## src/rtl/gost89_pkg.sv

```systemverilog
// GOST 28147-89 shared types, constants and key schedule.
// Used by the CFB decryptor and the ECB cores.
package gost89_pkg;

   typedef logic [63:0]  block_t;
   typedef logic [31:0]  word_t;
   typedef logic [255:0] key_t;
   typedef logic [511:0] sbox_t;
   typedef logic [4:0]   rnd_t;

   typedef enum logic {
      S_IDLE,
      S_RUN
   } state_t;

   localparam int   ROUNDS   = 32;
   localparam int   ROT      = 11;
   localparam rnd_t LAST_RND = 5'(ROUNDS - 1);

   // Rounds 24..31 walk the key words backwards: 7 - (rnd mod 8).
   function automatic logic [2:0] key_index(input rnd_t rnd);
      return (rnd < 5'd24) ? rnd[2:0] : ~rnd[2:0];
   endfunction

   function automatic word_t rol(input word_t x);
      return (x << ROT) | (x >> (32 - ROT));
   endfunction

endpackage

```

## src/rtl/gost89_cfb_decrypt_if.sv

```systemverilog
// Block-level bus of the GOST CFB decryptor.
// master drives strobes and data, slave returns result.
interface gost89_cfb_decrypt_if;
   import gost89_pkg::*;

   logic   load_iv;
   block_t iv;
   sbox_t  sbox;
   key_t   key;
   logic   load_data;
   block_t in;
   block_t out;
   logic   out_valid;
   logic   busy;

   modport master (
      output load_iv, iv, sbox, key, load_data, in,
      input  out, out_valid, busy
   );

   modport slave (
      input  load_iv, iv, sbox, key, load_data, in,
      output out, out_valid, busy
   );

endinterface

```

## src/rtl/gost89_round.sv

```systemverilog
// One combinational GOST 28147-89 round on N = {N2, N1}.
// The last round writes T into N2 and keeps N1 (no swap).
module gost89_round
   import gost89_pkg::*;
(
   input  block_t i_n,
   input  word_t  i_k,
   input  sbox_t  i_sbox,
   input  logic   i_last,
   output block_t o_n
);

   word_t w_n1;
   word_t w_n2;
   word_t w_sum;
   word_t w_sub;
   word_t w_t;

   assign w_n1  = i_n[31:0];
   assign w_n2  = i_n[63:32];
   assign w_sum = w_n1 + i_k;

   // Row r of the table serves nibble r; entry v sits at 64*r + 4*v.
   always_comb begin
      w_sub = '0;
      for (int r = 0; r < 8; r++) begin
         w_sub[4*r +: 4] =
            i_sbox[64*r + 4*int'(w_sum[4*r +: 4]) +: 4];
      end
   end

   assign w_t = rol(w_sub) ^ w_n2;
   assign o_n = i_last ? {w_t, w_n1} : {w_n1, w_t};

endmodule

```

## src/rtl/gost89_cfb_decrypt.sv

```systemverilog
// GOST 28147-89 CFB decryptor: P_i = C_i ^ E_K(C_{i-1}).
// One round per clock, 32 clocks per block, C_{-1} = IV.
module gost89_cfb_decrypt
   import gost89_pkg::*;
(
   input logic                 clk,
   input logic                 reset,
   gost89_cfb_decrypt_if.slave bus
);

   state_t r_state;
   state_t w_next;
   block_t r_n;
   block_t r_c;
   block_t r_fb;
   block_t r_out;
   logic   r_out_valid;
   rnd_t   r_rnd;

   block_t w_n;
   block_t w_seed;
   word_t  w_k;
   logic   w_idle;
   logic   w_start;
   logic   w_iv_ld;
   logic   w_last;
   logic   w_done;

   assign w_k = bus.key[{key_index(r_rnd), 5'd0} +: 32];

   gost89_round u_round (
      .i_n    (r_n),
      .i_k    (w_k),
      .i_sbox (bus.sbox),
      .i_last (w_last),
      .o_n    (w_n)
   );

   // A reset edge still honours the IDLE strobes, seeded from a cleared fb.
   always_ff @(posedge clk) begin
      if (reset) begin
         r_state <= bus.load_data ? S_RUN : S_IDLE;
      end else begin
         r_state <= w_next;
      end
   end

   always_comb begin
      w_next = r_state;
      unique case (r_state)
         S_IDLE: if (bus.load_data) w_next = S_RUN;
         S_RUN:  if (w_last)        w_next = S_IDLE;
         default: w_next = S_IDLE;
      endcase
   end

   always_comb begin
      w_idle  = reset | (r_state == S_IDLE);
      w_start = bus.load_data & w_idle;
      w_iv_ld = bus.load_iv & w_idle;
      w_seed  = bus.load_iv ? bus.iv : (reset ? '0 : r_fb);
      w_last  = (r_rnd == LAST_RND);
      w_done  = ~reset & (r_state == S_RUN) & w_last;
   end

   always_ff @(posedge clk) begin
      if (reset) begin
         r_n         <= '0;
         r_c         <= '0;
         r_fb        <= '0;
         r_out       <= '0;
         r_out_valid <= 1'b0;
         r_rnd       <= '0;
      end else begin
         r_out_valid <= w_done;
         if (r_state == S_RUN) begin
            r_n   <= w_n;
            r_rnd <= r_rnd + 5'd1;
            if (w_last) begin
               r_rnd <= '0;
               r_out <= w_n ^ r_c;
               r_fb  <= r_c;
            end
         end
      end
      if (w_iv_ld) begin
         r_fb <= bus.iv;
      end
      if (w_start) begin
         r_c   <= bus.in;
         r_n   <= w_seed;
         r_rnd <= '0;
      end
   end

   assign bus.busy      = (r_state == S_RUN);
   assign bus.out       = r_out;
   assign bus.out_valid = r_out_valid;

endmodule
```

## src/flat_wrapper.sv

```systemverilog
// flat-port wrapper written by rule: the top's interface ports become plain ports
module gost89_cfb_decrypt_flat import gost89_pkg::*;
  (clk, reset, bus_load_iv, bus_iv, bus_sbox, bus_key, bus_load_data, bus_in, bus_out, bus_out_valid, bus_busy);
  gost89_cfb_decrypt_if bus_i ();
  input logic clk;
  input logic reset;
  input wire logic [$bits(bus_i.load_iv)-1:0] bus_load_iv;
  input wire logic [$bits(bus_i.iv)-1:0] bus_iv;
  input wire logic [$bits(bus_i.sbox)-1:0] bus_sbox;
  input wire logic [$bits(bus_i.key)-1:0] bus_key;
  input wire logic [$bits(bus_i.load_data)-1:0] bus_load_data;
  input wire logic [$bits(bus_i.in)-1:0] bus_in;
  output wire logic [$bits(bus_i.out)-1:0] bus_out;
  output wire logic [$bits(bus_i.out_valid)-1:0] bus_out_valid;
  output wire logic [$bits(bus_i.busy)-1:0] bus_busy;
  assign bus_i.load_iv = bus_load_iv;
  assign bus_i.iv = bus_iv;
  assign bus_i.sbox = bus_sbox;
  assign bus_i.key = bus_key;
  assign bus_i.load_data = bus_load_data;
  assign bus_i.in = bus_in;
  assign bus_out = bus_i.out;
  assign bus_out_valid = bus_i.out_valid;
  assign bus_busy = bus_i.busy;
  gost89_cfb_decrypt u_core (.clk(clk), .reset(reset), .bus(bus_i));
endmodule
```

## config.mk

```make
export PLATFORM = sky130hd
export DESIGN_NAME = gost89_cfb_decrypt_flat
export DESIGN_NICKNAME = d
export VERILOG_FILES = /design/src/rtl/gost89_pkg.sv /design/src/rtl/gost89_cfb_decrypt_if.sv /design/src/rtl/gost89_round.sv /design/src/rtl/gost89_cfb_decrypt.sv /design/src/flat_wrapper.sv
export SDC_FILE = /design/constraint.sdc
export NUM_CORES = 1
export LEC_CHECK = 0
export BUFFER_PORTS_ARGS = -buffer_cell sky130_fd_sc_hd__buf_2
export CELL_PAD_IN_SITES_DETAIL_PLACEMENT = 0
export CELL_PAD_IN_SITES_GLOBAL_PLACEMENT = 1
export CORE_AREA = 2 2 374 376
export CTS_CLUSTER_SIZE = 40
export DETAILED_ROUTE_END_ITERATION = 8
export DIE_AREA = 0 0 376 378
export MAX_ROUTING_LAYER = met4
export PLACE_DENSITY = 0.49
export SLEW_MARGIN = 20
export SYNTH_ARGS = -nofsm -noshare
export SYNTH_HDL_FRONTEND = slang
export SYNTH_HIERARCHICAL = 1
export SYNTH_SLANG_ARGS = --single-unit
```

## constraint.sdc

```tcl
create_clock -name clk -period 6.2 [get_ports clk]
set_input_delay 0.62 -clock clk [delete_from_list [all_inputs] [get_ports clk]]
set_output_delay 0.62 -clock clk [all_outputs]
set_load 0.005 [all_outputs]
```

==> results of run 1 <==
[metrics by stage]
step	worst slack (ns)	util	hold slack, ns	instance area, µm²
2_1_floorplan	0.881	-	0.494	23600
3_3_place_gp	0.00925	0.227	0.487	31500
3_5_place_dp	-0.0686	0.227	0.491	31500
4_1_cts	0.00352	0.236	0.317	32700
5_1_grt	-0.00934	0.240	0.346	33200
[metal layers]
metal and GRT usage:
met1 0.259, met2 0.307, met3 0.0394, met4 0.0455, met5 -
[kinds of logic after synthesis]
| logic type | count (synthesis) | synth area share |
|---|---|---|
| xor gates and xnor gates | 108 | 0.0426 |
| adders and majority gates | 35 | 0.0189 |
| AOI/OAI and AO/OA | 757 | 0.226 |
| DFF | 263 | 0.305 |
| muxes | 452 | 0.247 |
| buffers and inverters | 229 | 0.0486 |
| and+or+nand+nor | 533 | 0.112 |
[timing repair]
action | 4_1_cts | 5_1_grt
buffers inserted | 0 | 17
endpoints found under the setup margin | 8 | 85
pin swaps | 0 | 7
cloned | 1 | 1
gates resized for setup | 3 | 61
==> summary.md, run 1 <==
| Metric | Value |
|---|---|
| Post-synth top flop | `edfxtp_1` |
| Top-count cell post-synth | `mux2i_1` |
| Exit stage | `detailed routing (5_2_route)` |
| Error msg | `[ERROR DRT-0255] Maze Route cannot find path of net bus_key[246] in worker of routeBox ( 338100 0 ) ( 376000 48300 ).` |
| Starting Density | `0.170` |
| Synthesized area | `23600 µm²` |
| Vias in the first global route | `24800` |
| Initial antenna violation count | `79` |
| Post-synth net total | `3312` |
| First-pass GRT wire length | `194000 µm` |
| Largest net degree at the start of global routing | `66` |
| Seq/Total Area, Yosys | `0.305` |
| Clk Tree Root Cell | `clkbuf_16` |
| Top-area cell type share of the netlist area | `0.244` |
| Dpl hpwl | `117000 µm` |
| Port Buf Inserts | `965` |
| Area leader, netlist | `edfxtp_1` |
| Num CTS Buffers | `35` |
| I/O Pins | `966` |
| CTS sink count | `263` |
| Status | `did not finish` |
| Die width | `376 µm` |
| Total track usage | `0.196` |
| WEP type | `register input` |
| Most frequent cells after synthesis | `mux2i_1, edfxtp_1, nor2_1` |
| Synth cell types | `91` |
| Num rows | `137` |
| Synth Register Bits | `263` |
| Syn. warnings | `6` |
| GR repair worst EP | `u_core/r_n[41]$_DFFE_PP_/D` |
| Inst Count DP | `5134` |
| Area contributors post-synth | `edfxtp_1, mux2i_1, mux4_2` |
| Routability cong. | `0.939` |
| Post-synth EDFFs | `192` |
| Cts hold-fix bufs | `0` |
| Htree depth | `2` |
| Grt total ovfl | `0` |
| Die Height | `378 µm` |
| Cells after Synth | `2377` |
| Async SR Flop Fraction | `0` |
| CTS Buffer Depth | `3` |
| Post-Syn Area per Cell | `9.93 µm²` |
==> run 2, diff against run 1 <==
--- a/config.mk
+++ b/config.mk
@@ -6,14 +6,10 @@
 export NUM_CORES = 1
 export LEC_CHECK = 0
 export BUFFER_PORTS_ARGS = -buffer_cell sky130_fd_sc_hd__buf_2
-export CELL_PAD_IN_SITES_DETAIL_PLACEMENT = 0
-export CELL_PAD_IN_SITES_GLOBAL_PLACEMENT = 1
-export CORE_AREA = 2 2 374 376
-export CTS_CLUSTER_SIZE = 40
+export CORE_AREA = 2 2 380 382
 export DETAILED_ROUTE_END_ITERATION = 8
-export DIE_AREA = 0 0 376 378
-export MAX_ROUTING_LAYER = met4
-export PLACE_DENSITY = 0.49
+export DIE_AREA = 0 0 382 384
+export PLACE_DENSITY_LB_ADDON = 0.15
 export SLEW_MARGIN = 20
 export SYNTH_ARGS = -nofsm -noshare
 export SYNTH_HDL_FRONTEND = slang
==> run 2 against run 1 <==
The flow now finishes without violations. Synthesized cell count stayed put. Global-route usage is 0.24 points lower. Synthesized area stayed put.
==> summary.md, run 2 <==
| Metric | Value |
|---|---|
| CP Launch Point | `u_core/r_rnd[1]` |
| Vias | `25200` |
| Most common cell on crit path | `buf_4` |
| Most frequent cells in the layout | `buf_2, mux2i_1, buf_4` |
| Synth cell types | `91 (unchanged)` |
| Hold path cells | `3` |
| Levels on crit path | `26` |
| Combinational power share | `0.765` |
| Post-Syn Area per Cell | `9.93 µm² (unchanged)` |
| Num rows | `139 (+1.5%)` |
| Post-synth top flop | `edfxtp_1` |
| Layout Area Growth over Synthesis | `42.3%` |
| Async SR Flop Fraction | `0 (unchanged)` |
| Max frequency | `168 MHz` |
| Most common cell after layout, fill and taps aside | `buf_2` |
| Post-synth EDFFs | `192 (unchanged)` |
| Fill count | `15600` |
| Rel. slew slack | `0.367` |
| Total track usage | `0.193 (-0.00239)` |
| Syn. warnings | `6 (unchanged)` |
| Max Slew Vio Count | `0` |
| Share of power burned in registers | `0.139` |
| Top-area cell type share of the netlist area | `0.244 (unchanged)` |
| CTS sink count | `263 (unchanged)` |
| Sw Pwr | `9.12 mW` |
| Routability cong. | `0.910 (-3.1%)` |
| Post-synth net total | `3312 (unchanged)` |
| DP Area | `31900 µm² (+1.3%)` |
| Largest net degree at the start of global routing | `69 (+4.5%)` |
| I/O Pins | `966 (unchanged)` |
| Startpoint types | `flip-flop` |
| Area contributors post-synth | `edfxtp_1, mux2i_1, mux4_2` |
| Initial antenna violation count | `60 (-24%)` |
| Clock-pin slew of the registers on the worst-case setup and hold paths | `0.07 ns` |
| Clk Tree Root Cell | `clkbuf_16` |
| Final cycle utilization of the critical path | `0.958` |
| Pwr/cell area | `559 nW/µm²` |
| Int Pwr | `9.64 mW` |
| CTS tree | `built` |
| Die Height | `384 µm (+1.6%)` |
| Clock latency on the worst-skew pair | `0.60 ns` |
| Share of total power in the clock network | `0.095` |
| Sw Share | `0.486` |
| Synth Register Bits | `263 (unchanged)` |
| Final WL | `150000 µm` |
| Layout Skew | `0.0178 ns` |
| Reg2reg start | `u_core/r_rnd[1]` |
| Vias in the first global route | `25500 (+2.9%)` |
| Status | `completed` |
| Port Buf Inserts | `965 (unchanged)` |
| Least-Margin Pin Slew | `0.949 ns` |
| First-pass GRT wire length | `204000 µm (+5.0%)` |
| Die width | `382 µm (+1.6%)` |
| Cts hold-fix bufs | `0 (unchanged)` |
| Nets | `4342` |
| Cells after Synth | `2377 (unchanged)` |
| Seq/Total Area, Yosys | `0.305 (unchanged)` |
| Crit path DAT | `6.27 ns` |
| Crit path max-delay family | `compound AO/OA/AOI/OAI gates` |
| Post-route cell area | `33600 µm²` |
| DRT Pass-1 Iters | `7` |
| Top-count cell post-synth | `mux2i_1` |
| Min Tclk post-route | `5.94 ns` |
| Worst r2r path cells | `26` |
| Routed len/inst | `28.1 µm` |
| Drt initial violations | `1693` |
| Share of cells above drive strength 1 | `0.429` |
| Kind of critical path | `reg2reg` |
| Die area | `147000 µm²` |
| Post-route ant nets | `0` |
| Worst EP required | `6.53 ns` |
| PnR Total Power | `18.8 mW` |
| Max Cap Violations | `0` |
| Critical-path top delay cell | `or4_1` |
| Synthesized area | `23600 µm² (unchanged)` |
| Dpl hpwl | `124000 µm (+5.9%)` |
| Hold path start | `bus_iv[5]` |
| Leakage | `13.4 nW` |
| Starting Density | `0.165 (-0.00511)` |
| Via density | `4.71` |
| Num CTS Buffers | `31 (-11%)` |
| Max VDD drop | `0.241 mV` |
| Most frequent cells after synthesis | `mux2i_1, edfxtp_1, nor2_1` |
| Endpoints failing setup | `0` |
| Final hold violation count | `0` |
| Worst Hold Class | `in2reg` |
| Area leader, netlist | `edfxtp_1` |
| Grt total ovfl | `0 (unchanged)` |
| Crit path capture type | `flip-flop` |
| CTS Buffer Depth | `3 (unchanged)` |
| Largest fanout on the critical path | `6` |
| Crit path buffers/inverters | `9` |
| Htree depth | `1 (-1)` |
| Max stage delay on crit path | `0.62 ns` |
| Core Footprint | `143000 µm²` |
| DRC Markers | `0` |
[run 2: area by class of cell]
class                           instances  area, µm²  area share
Tap cell                             1903       2380      0.0709
Antenna cell                           16       40.0     0.00119
Multi-Input combinational cell       1885      15800       0.471
Clock buffer                           44        875      0.0261
Clock inverter                         14       77.6     0.00231
Timing Repair Buffer                 1214       7140       0.213
Sequential cell                       263       7190       0.214
Inverter                               12       46.3     0.00138
[run 2: per-layer routing]
layer,part of all wire,track usage,up-vias
li1,-,-,11600
met5,0.0011,0,-
met4,0.014,0.0276,26
met1,0.46,0.265,12500
met3,0.056,0.0319,139
met2,0.47,0.325,874
[run 2: cell families after synthesis]
kind of cell,synth area share
AO/OA/AOI/OAI,0.226
AND/OR/NAND/NOR,0.112
multiplexers,0.247
flip-flops,0.305
buffers and inverters,0.0486
XOR/XNOR,0.0426
adder cells (fa/ha/maj),0.0189
[run 2: power by group through the flow]
stage               Combinational, mW  Sequential [mW]  Clock, mW
CTS                              14.3             2.64       1.85
global route                     15.5             2.66       1.91
detailed placement               14.1             2.68          0
global placement                 14.1             2.68          0
finish                           14.3             2.62       1.79
floorplan                        7.59             2.34          0
[run 2: worst paths after layout]
check | slack, ns | endpoint
worst max-delay path | 0.26 | u_core/r_n[5]
worst min-delay path | 0.32 | u_core/r_n[5]
worst max register to register | 0.26 | u_core/r_n[5]
worst min register to register | 0.50 | u_core/bus.out[16]
[run 2: per-stage QoR]
| stage | std cells | setup WS [ns] | TNS [ns] | hold WS, ns | util |
|---|---|---|---|---|---|
| 6_report | 5351 | 0.263 | 0 | 0.322 | 0.235 |
| 2_1_floorplan | 2377 | 0.881 | 0 | 0.494 | - |
| 3_5_place_dp | 5252 | -0.768 | -11.36 | 0.492 | 0.223 |
| 5_1_grt | 5340 | -0.0145 | -0.0145 | 0.308 | 0.235 |
| 3_3_place_gp | 5252 | -0.844 | -12.48 | 0.486 | 0.223 |
| 4_1_cts | 5322 | 0.00431 | 0 | 0.280 | 0.232 |
[run 2: timing repair]
item	CTS	global route
hold endpoints to repair	0	0
gates resized for setup	29	61
endpoints found under the setup margin	37	33
setup buffers	12	12
gates cloned	0	1
pin swaps	6	14
[run 2: worst min-delay path, stage by stage]
cell and delay [ns]:
buf_2 0.09, nand2_1 0.04, o21ai_0 0.06
(Power assumes the default switching activity.)
==> run 3, diff against run 2 <==
--- a/config.mk
+++ b/config.mk
@@ -10,6 +10,7 @@
 export DETAILED_ROUTE_END_ITERATION = 8
 export DIE_AREA = 0 0 382 384
 export PLACE_DENSITY_LB_ADDON = 0.15
+export RECOVER_POWER = 100
 export SLEW_MARGIN = 20
 export SYNTH_ARGS = -nofsm -noshare
 export SYNTH_HDL_FRONTEND = slang
==> run 3 against run 2 <==
Core utilization is 0.090 points lower. The run now ends with max-capacitance violations, max-slew violations left. Via count hardly changed. Wire length barely moved. Clock power barely moved. Combinational power is essentially flat. Highest routed layer unchanged. Maximum frequency down 0.22%.
==> summary.md, run 3 (same netlist as run 2, synthesis figures left out) <==
| Metric | Value |
|---|---|
| DP Area | `31900 µm² (unchanged)` |
| Starting Density | `0.165 (unchanged)` |
| DRC Markers | `0 (unchanged)` |
| First-pass GRT wire length | `204000 µm (unchanged)` |
| GRT met1 Usage | `0.265 (unchanged)` |
| Vias in the first global route | `25500 (unchanged)` |
| Least-Margin Pin Slew | `4.22 ns (+3.27 ns)` |
| CTS tree | `built` |
| Final core occ | `0.234 (-0.000902)` |
| Gr busiest metal | `met2` |
| Share of power burned in registers | `0.140 (about the same)` |
| Routed len/inst | `28.1 µm (about the same)` |
| Reg2Reg Setup Slack | `0.25 ns (about the same)` |
| Vias | `25200 (+0.044%)` |
| Initial antenna violation count | `61 (+1.7%)` |
| Total track usage | `0.193 (unchanged)` |
| Die area | `147000 µm² (unchanged)` |
| Setup TNS | `0 ns (unchanged)` |
| Final hold violation count | `0 (unchanged)` |
| Combinational power share | `0.764 (about the same)` |
| Crit path capture type | `flip-flop` |
| Core Footprint | `143000 µm² (unchanged)` |
| DRT Pass-1 Iters | `6 (-1)` |
| Post-route ant nets | `0 (unchanged)` |
| Worst r2r path cells | `26 (unchanged)` |
| Cts hold-fix bufs | `0 (unchanged)` |
| Grt total ovfl | `0 (unchanged)` |
| Non-Filler Instances | `5353 (+0.037%)` |
| Htree depth | `1 (unchanged)` |
| Share of total power in the clock network | `0.095 (about the same)` |
| Max Slew Vio Count | `282 (+282)` |
| PnR Total Power | `18.7 mW (-0.22%)` |
| CTS Buffer Depth | `3 (unchanged)` |
| Global routing met3 resource utilization | `0.0319 (unchanged)` |
| Port Buf Inserts | `965 (unchanged)` |
| Rel. slew slack | `-1.81 (-2.18)` |
| Dpl hpwl | `124000 µm (unchanged)` |
| Failing checks | `max-capacitance violations, max-slew violations` |
| RR Endpoint | `u_core/r_n[5]` |
| Max VDD drop | `0.241 mV (about the same)` |
| Endpoints failing setup | `0 (unchanged)` |
| Most frequent cells in the layout | `buf_2, mux2i_1, buf_4` |
| Setup ws final | `0.250 ns (-0.0132 ns)` |
| Final WL | `150000 µm (about the same)` |
| Kind of critical path | `reg2reg` |
| Min Tclk post-route | `5.95 ns (+0.0132 ns)` |
| Layout Area Growth over Synthesis | `41.7%` |
| Startpoint types | `flip-flop` |
| Pre-CTS WS | `-0.768 ns (unchanged)` |
| Hold path cells | `3 (unchanged)` |
| Num rows | `139 (unchanged)` |
| Routability cong. | `0.910 (unchanged)` |
| Max Cap Violations | `6 (+6)` |
| Status | `complete, but fails checks` |
| Die Height | `384 µm (unchanged)` |
| Hold Path End | `u_core/r_n[5]` |
| Met2 usage | `0.325 (unchanged)` |
| Share of cells above drive strength 1 | `0.410 (-0.0189)` |
| Inst Count DP | `5252 (unchanged)` |
| Leakage | `13.1 nW (-2.0%)` |
| Int Pwr | `9.62 mW (-0.21%)` |
| Reg2reg start | `u_core/r_rnd[1]` |
| I/O Pins | `966 (unchanged)` |
| Fill count | `15700 (+0.30%)` |
| Sw Share | `0.486 (about the same)` |
| Final cycle utilization of the critical path | `0.960 (+0.00212)` |
| Clock latency on the worst-skew pair | `0.60 ns (about the same)` |
| Max frequency | `168 MHz (-0.22%)` |
| Worst EP required | `6.53 ns (about the same)` |
| Crit path DAT | `6.28 ns (about the same)` |
| Nets | `4342 (unchanged)` |
| Clock-pin slew of the registers on the worst-case setup and hold paths | `0.07 ns (about the same)` |
| Worst Hold Class | `in2reg` |
| Worst hold slack | `0.324 ns (+0.00248 ns)` |
| Num CTS Buffers | `31 (unchanged)` |
| Die width | `382 µm (unchanged)` |
| Clk Tree Root Cell | `clkbuf_16` |
| Largest net degree at the start of global routing | `69 (unchanged)` |
| Post-route cell area | `33400 µm² (-0.38%)` |
| Sw Pwr | `9.09 mW (-0.23%)` |
| Most common cell after layout, fill and taps aside | `buf_2` |
| Pwr/cell area | `560 nW/µm² (+0.16%)` |
| CTS sink count | `263 (unchanged)` |
| Layout Skew | `0.0165 ns (-0.00128 ns)` |
| Largest fanout on the critical path | `6 (unchanged)` |
| Via density | `4.71 (about the same)` |
| Hold path start | `bus_iv[5]` |
| Drt initial violations | `1726 (+1.9%)` |
run 3: power by group through the flow:
stage               registers, mW  clock network [mW]  logic (mW)
floorplan                    2.34                   0        7.59
global placement             2.68                   0        14.1
detailed placement           2.68                   0        14.1
CTS                          2.64                1.85        14.3
global route                 2.67                1.91        15.4
finish                       2.62                1.79        14.3
run 3: worst max path at each step:
| stage | from | endpoint | slack [ns] |
|---|---|---|---|
| floorplan | u_core/r_rnd[1] | u_core/r_n[23] | 0.88 |
| CTS | u_core/r_rnd[1] | u_core/r_n[6] | 0.004 |
| finish | u_core/r_rnd[1] | u_core/r_n[5] | 0.25 |
| global route | u_core/r_rnd[0] | u_core/r_n[36] | -0.01 |
| detailed placement | u_core/r_rnd[1] | u_core/r_n[36] | -0.77 |
| global placement | u_core/r_rnd[1] | u_core/r_n[37] | -0.84 |
run 3: layout make-up:
cell class,count,area [µm²],area share
Multi-Input combinational cell,1885,15800,0.472
Clock inverter,14,77.6,0.00232
Antenna cell,18,45.0,0.00135
Sequential cell,263,7190,0.215
Tap cell,1903,2380,0.0712
Clock buffer,44,875,0.0262
Inverter,12,46.3,0.00138
Timing Repair Buffer,1214,7050,0.211
run 3: timing repair:
item,4_1_cts,5_1_grt
setup endpoints to repair,37,33
pin swaps,6,14
buffers inserted,12,12
cloned,0,1
resized for setup,29,61
run 3: layer usage:
metal  wire (µm)  vias to the layer above
met1       68400                    12500
li1            -                    11600
met3        8620                      139
met2       71100                      890
met5         159                        -
met4        2080                       24
run 3: worst max-delay path: stages (launching register included):
cell,delay [ns]
dfxtp_4,0.37
buf_4,0.14
buf_4,0.17
mux2i_1,0.20
o22ai_1,0.09
or4_1,0.62
ha_1,0.24
inv_1,0.07
fa_1,0.25
nor2b_4,0.07
o2111ai_4,0.24
a2111oi_4,0.14
or4_1,0.48
buf_4,0.19
buf_4,0.16
a211oi_2,0.20
buf_4,0.18
o211ai_1,0.18
buf_4,0.23
buf_4,0.13
o221a_1,0.28
a32oi_4,0.28
buf_12,0.16
xnor2_1,0.16
a21oi_1,0.16
a22oi_1,0.18
o21ai_0,0.09
==> run 4, diff against run 3 <==
--- a/config.mk
+++ b/config.mk
@@ -6,13 +6,12 @@
 export NUM_CORES = 1
 export LEC_CHECK = 0
 export BUFFER_PORTS_ARGS = -buffer_cell sky130_fd_sc_hd__buf_2
-export CORE_AREA = 2 2 380 382
+export CORE_AREA = 2 2 374 376
 export DETAILED_ROUTE_END_ITERATION = 8
-export DIE_AREA = 0 0 382 384
+export DIE_AREA = 0 0 376 378
 export PLACE_DENSITY_LB_ADDON = 0.15
 export RECOVER_POWER = 100
 export SLEW_MARGIN = 20
 export SYNTH_ARGS = -nofsm -noshare
 export SYNTH_HDL_FRONTEND = slang
-export SYNTH_HIERARCHICAL = 1
 export SYNTH_SLANG_ARGS = --single-unit
==> run 4 against run 3 <==
The flow still finishes with violations (max-capacitance violations, max-slew violations). Maximum frequency is 0.34% lower. Critical path depth fell by 6. Non-clock buffer count shrank 146. Combinational power decreased by 24%. First-iteration DRC count shrank 26%. Sequential cell count stayed put. Clock skew up 0.0032 ns. Critical endpoint is now u_core.bus.out[36]. Highest routed layer unchanged.
==> summary.md, run 4 <==
| Metric | Value |
|---|---|
| Seq/Total Area, Yosys | `0.355 (+0.0508)` |
| Via density | `4.40 (-6.4%)` |
| Area leader, netlist | `edfxtp_1` |
| Top-area cell type share of the netlist area | `0.285 (+0.0408)` |
| CP Launch Point | `u_core.r_rnd[4]` |
| Core Footprint | `139000 µm² (-3.0%)` |
| DRT Pass-1 Iters | `6 (unchanged)` |
| Rel. slew slack | `-1.14 (+0.675)` |
| Share of cells above drive strength 1 | `0.494 (+0.0840)` |
| Worst Hold Class | `in2reg` |
| Startpoint types | `flip-flop` |
| Clk Tree Root Cell | `clkbuf_16` |
| CTS tree | `built` |
| Endpoints failing setup | `0 (unchanged)` |
| Starting Density | `0.146 (-0.0192)` |
| RSZ-0062 raised after global routing | `false` |
| Most common cell after layout, fill and taps aside | `buf_2` |
| Die width | `376 µm (-1.6%)` |
| Synth Register Bits | `263 (unchanged)` |
| Crit path DAT | `6.47 ns (+0.19 ns)` |
| Post-synth top flop | `edfxtp_1` |
| Layout Area Growth over Synthesis | `44.2%` |
| Post-route ant nets | `0 (unchanged)` |
| First-pass GRT wire length | `173000 µm (-15%)` |
| Cts hold-fix bufs | `0 (unchanged)` |
| Kind of critical path | `reg2reg` |
| Pre-CTS WS | `-0.393 ns (+0.375 ns)` |
| Die Height | `378 µm (-1.6%)` |
| Initial antenna violation count | `69 (+13%)` |
| Syn. warnings | `0 (-6)` |
| Status | `complete, but fails checks` |
| Clock latency on the worst-skew pair | `0.60 ns (about the same)` |
| Most frequent cells after synthesis | `edfxtp_1, mux4_2, clkbuf_1` |
| Area contributors post-synth | `edfxtp_1, mux4_2, dfxtp_1` |
| Pwr/cell area | `545 nW/µm² (-2.7%)` |
| Hold path start | `bus_in[7]` |
| CTS sink count | `263 (unchanged)` |
| Final cycle utilization of the critical path | `0.963 (+0.00326)` |
| Setup ws final | `0.230 ns (-0.0202 ns)` |
| Synthesized area | `20200 µm² (-14%)` |
| Clock-pin slew of the registers on the worst-case setup and hold paths | `0.06 ns (about the same)` |
| Cells after Synth | `1713 (-28%)` |
| Drt initial violations | `1270 (-26%)` |
| Worst EP required | `6.70 ns (+0.17 ns)` |
| CTS Buffer Depth | `3 (unchanged)` |
| Grt total ovfl | `0 (unchanged)` |
| Failing checks | `max-capacitance violations, max-slew violations` |
| Setup TNS | `0 ns (unchanged)` |
| Routability cong. | `0.866 (-4.8%)` |
| Vias in the first global route | `20400 (-20%)` |
| Leakage | `11.9 nW (-9.5%)` |
| Synth cell types | `76 (-16%)` |
| Post-synth EDFFs | `192 (unchanged)` |
| Final hold violation count | `0 (unchanged)` |
| Final WL | `133000 µm (-12%)` |
| Dpl hpwl | `109000 µm (-12%)` |
| Port Buf Inserts | `965 (unchanged)` |
| Layout Skew | `0.0197 ns (+0.00316 ns)` |
| Async SR Flop Fraction | `0 (unchanged)` |
| Least-Margin Pin Slew | `3.20 ns (-1.01 ns)` |
| Min Tclk post-route | `5.97 ns (+0.0202 ns)` |
| Top-count cell post-synth | `edfxtp_1` |
| Reg2reg start | `u_core.r_rnd[4]` |
| Max frequency | `168 MHz (-0.34%)` |
| Crit path capture type | `flip-flop` |
| Max VDD drop | `0.338 mV (+40%)` |
| DRC Markers | `0 (unchanged)` |
| Die area | `142000 µm² (-3.1%)` |
| Num rows | `137 (-1.4%)` |
| Max Slew Vio Count | `264 (-6.4%)` |
| Largest fanout on the critical path | `32 (+26)` |
| I/O Pins | `966 (unchanged)` |
| Htree depth | `2 (+1)` |
| Post-Syn Area per Cell | `11.8 µm² (+19%)` |
| Total track usage | `0.177 (-0.0165)` |
| Post-synth net total | `2648 (-20%)` |
| Most frequent cells in the layout | `buf_2, edfxtp_1, mux4_2` |
| Routed len/inst | `29.2 µm (+3.9%)` |
| Max Cap Violations | `5 (-1)` |
| Num CTS Buffers | `40 (+29%)` |
| Largest net degree at the start of global routing | `70 (+1.4%)` |
| Nets | `3618 (-17%)` |
| Vias | `20000 (-21%)` |
run 4: worst paths after layout:
path                            cells after the start  slack [ns]            endpoint
worst max register to register                     20        0.23  u_core.bus.out[36]
worst max-delay path                               20        0.23  u_core.bus.out[36]
worst min register to register                      2        0.45  u_core.bus.out[47]
worst min-delay path                                2        0.33       u_core.r_c[7]
run 4: cell type report:
class | instances | area, µm²
Timing Repair Buffer | 1068 | 5660
Clock buffer | 60 | 1140
Sequential cell | 263 | 7190
Inverter | 12 | 47.5
Fill cell | 15300 | 109000
Tap cell | 1807 | 2260
Clock inverter | 12 | 121
Multi-Input combinational cell | 1298 | 12700
Antenna cell | 22 | 55.1
run 4: repair_timing:
| item | in CTS | in global routing |
|---|---|---|
| gates resized for setup | 9 | 21 |
| setup endpoints to repair | 33 | 51 |
| pin swaps | 2 | 2 |
| cloned | 0 | 1 |
| hold endpoints to repair | 0 | 0 |
| setup buffers | 5 | 3 |
run 4: stage by stage:
stage | utilization | std cells | area (µm²) | total power [mW] | hold slack, ns
after floorplan | - | 1713 | 20200 | 9.33 | 0.448
after global placement | 0.200 | 4439 | 27700 | 13.7 | 0.442
after detailed placement | 0.200 | 4439 | 27700 | 13.7 | 0.444
after CTS | 0.210 | 4516 | 29100 | 16.2 | 0.276
after global routing | 0.210 | 4532 | 29100 | 16.9 | 0.312
final | 0.211 | 4542 | 29200 | 15.9 | 0.333
run 4: report_power, final:
part / switching (mW) / leakage [nW] / internal [mW] / total [mW]
logic: 5.88 / 8.65 / 5.01 / 10.9
clock network: 0.952 / 0.606 / 1.31 / 2.27
registers: 0.499 / 2.64 / 2.22 / 2.72
run 4: per-layer routing:
metal | vias up | routed length [µm] | global-route usage
li1 | 8925 | - | -
met1 | 10100 | 55700 | 0.223
met2 | 808 | 64100 | 0.303
met3 | 190 | 8600 | 0.0378
met4 | 30 | 4030 | 0.0505
met5 | - | 184 | 0
run 4: kinds of logic (layout without fill, tap and decap cells):
family / Yosys count / in the layout / synth area share
xor+xnor: 135 / 135 / 0.0614
fa+ha+maj: 35 / 35 / 0.0220
compound gates: 472 / 472 / 0.169
simple gates: 351 / 351 / 0.0917
buf+inv: 152 / 1152 / 0.0317
flops: 263 / 263 / 0.355
mux: 305 / 305 / 0.269
other cells: 0 / 22 / 0
run 4: critical path, cell delays in order, from the launching register on:
cell and delay, ns:
dfxtp_1 0.32, nand2_1 0.17, buf_4 0.20, xor2_4 0.16
buf_4 0.36, buf_4 0.37, mux2_2 0.43, ha_1 0.45
a21oi_1 0.40, nand2_1 0.12, a211oi_2 0.24, a21oi_2 0.10
a221o_1 0.38, nor3_4 0.23, buf_12 0.27, mux2i_1 0.44
a22oi_1 0.18, and4_1 0.24, nor4_4 0.44, xnor2_1 0.11
a211oi_1 0.22
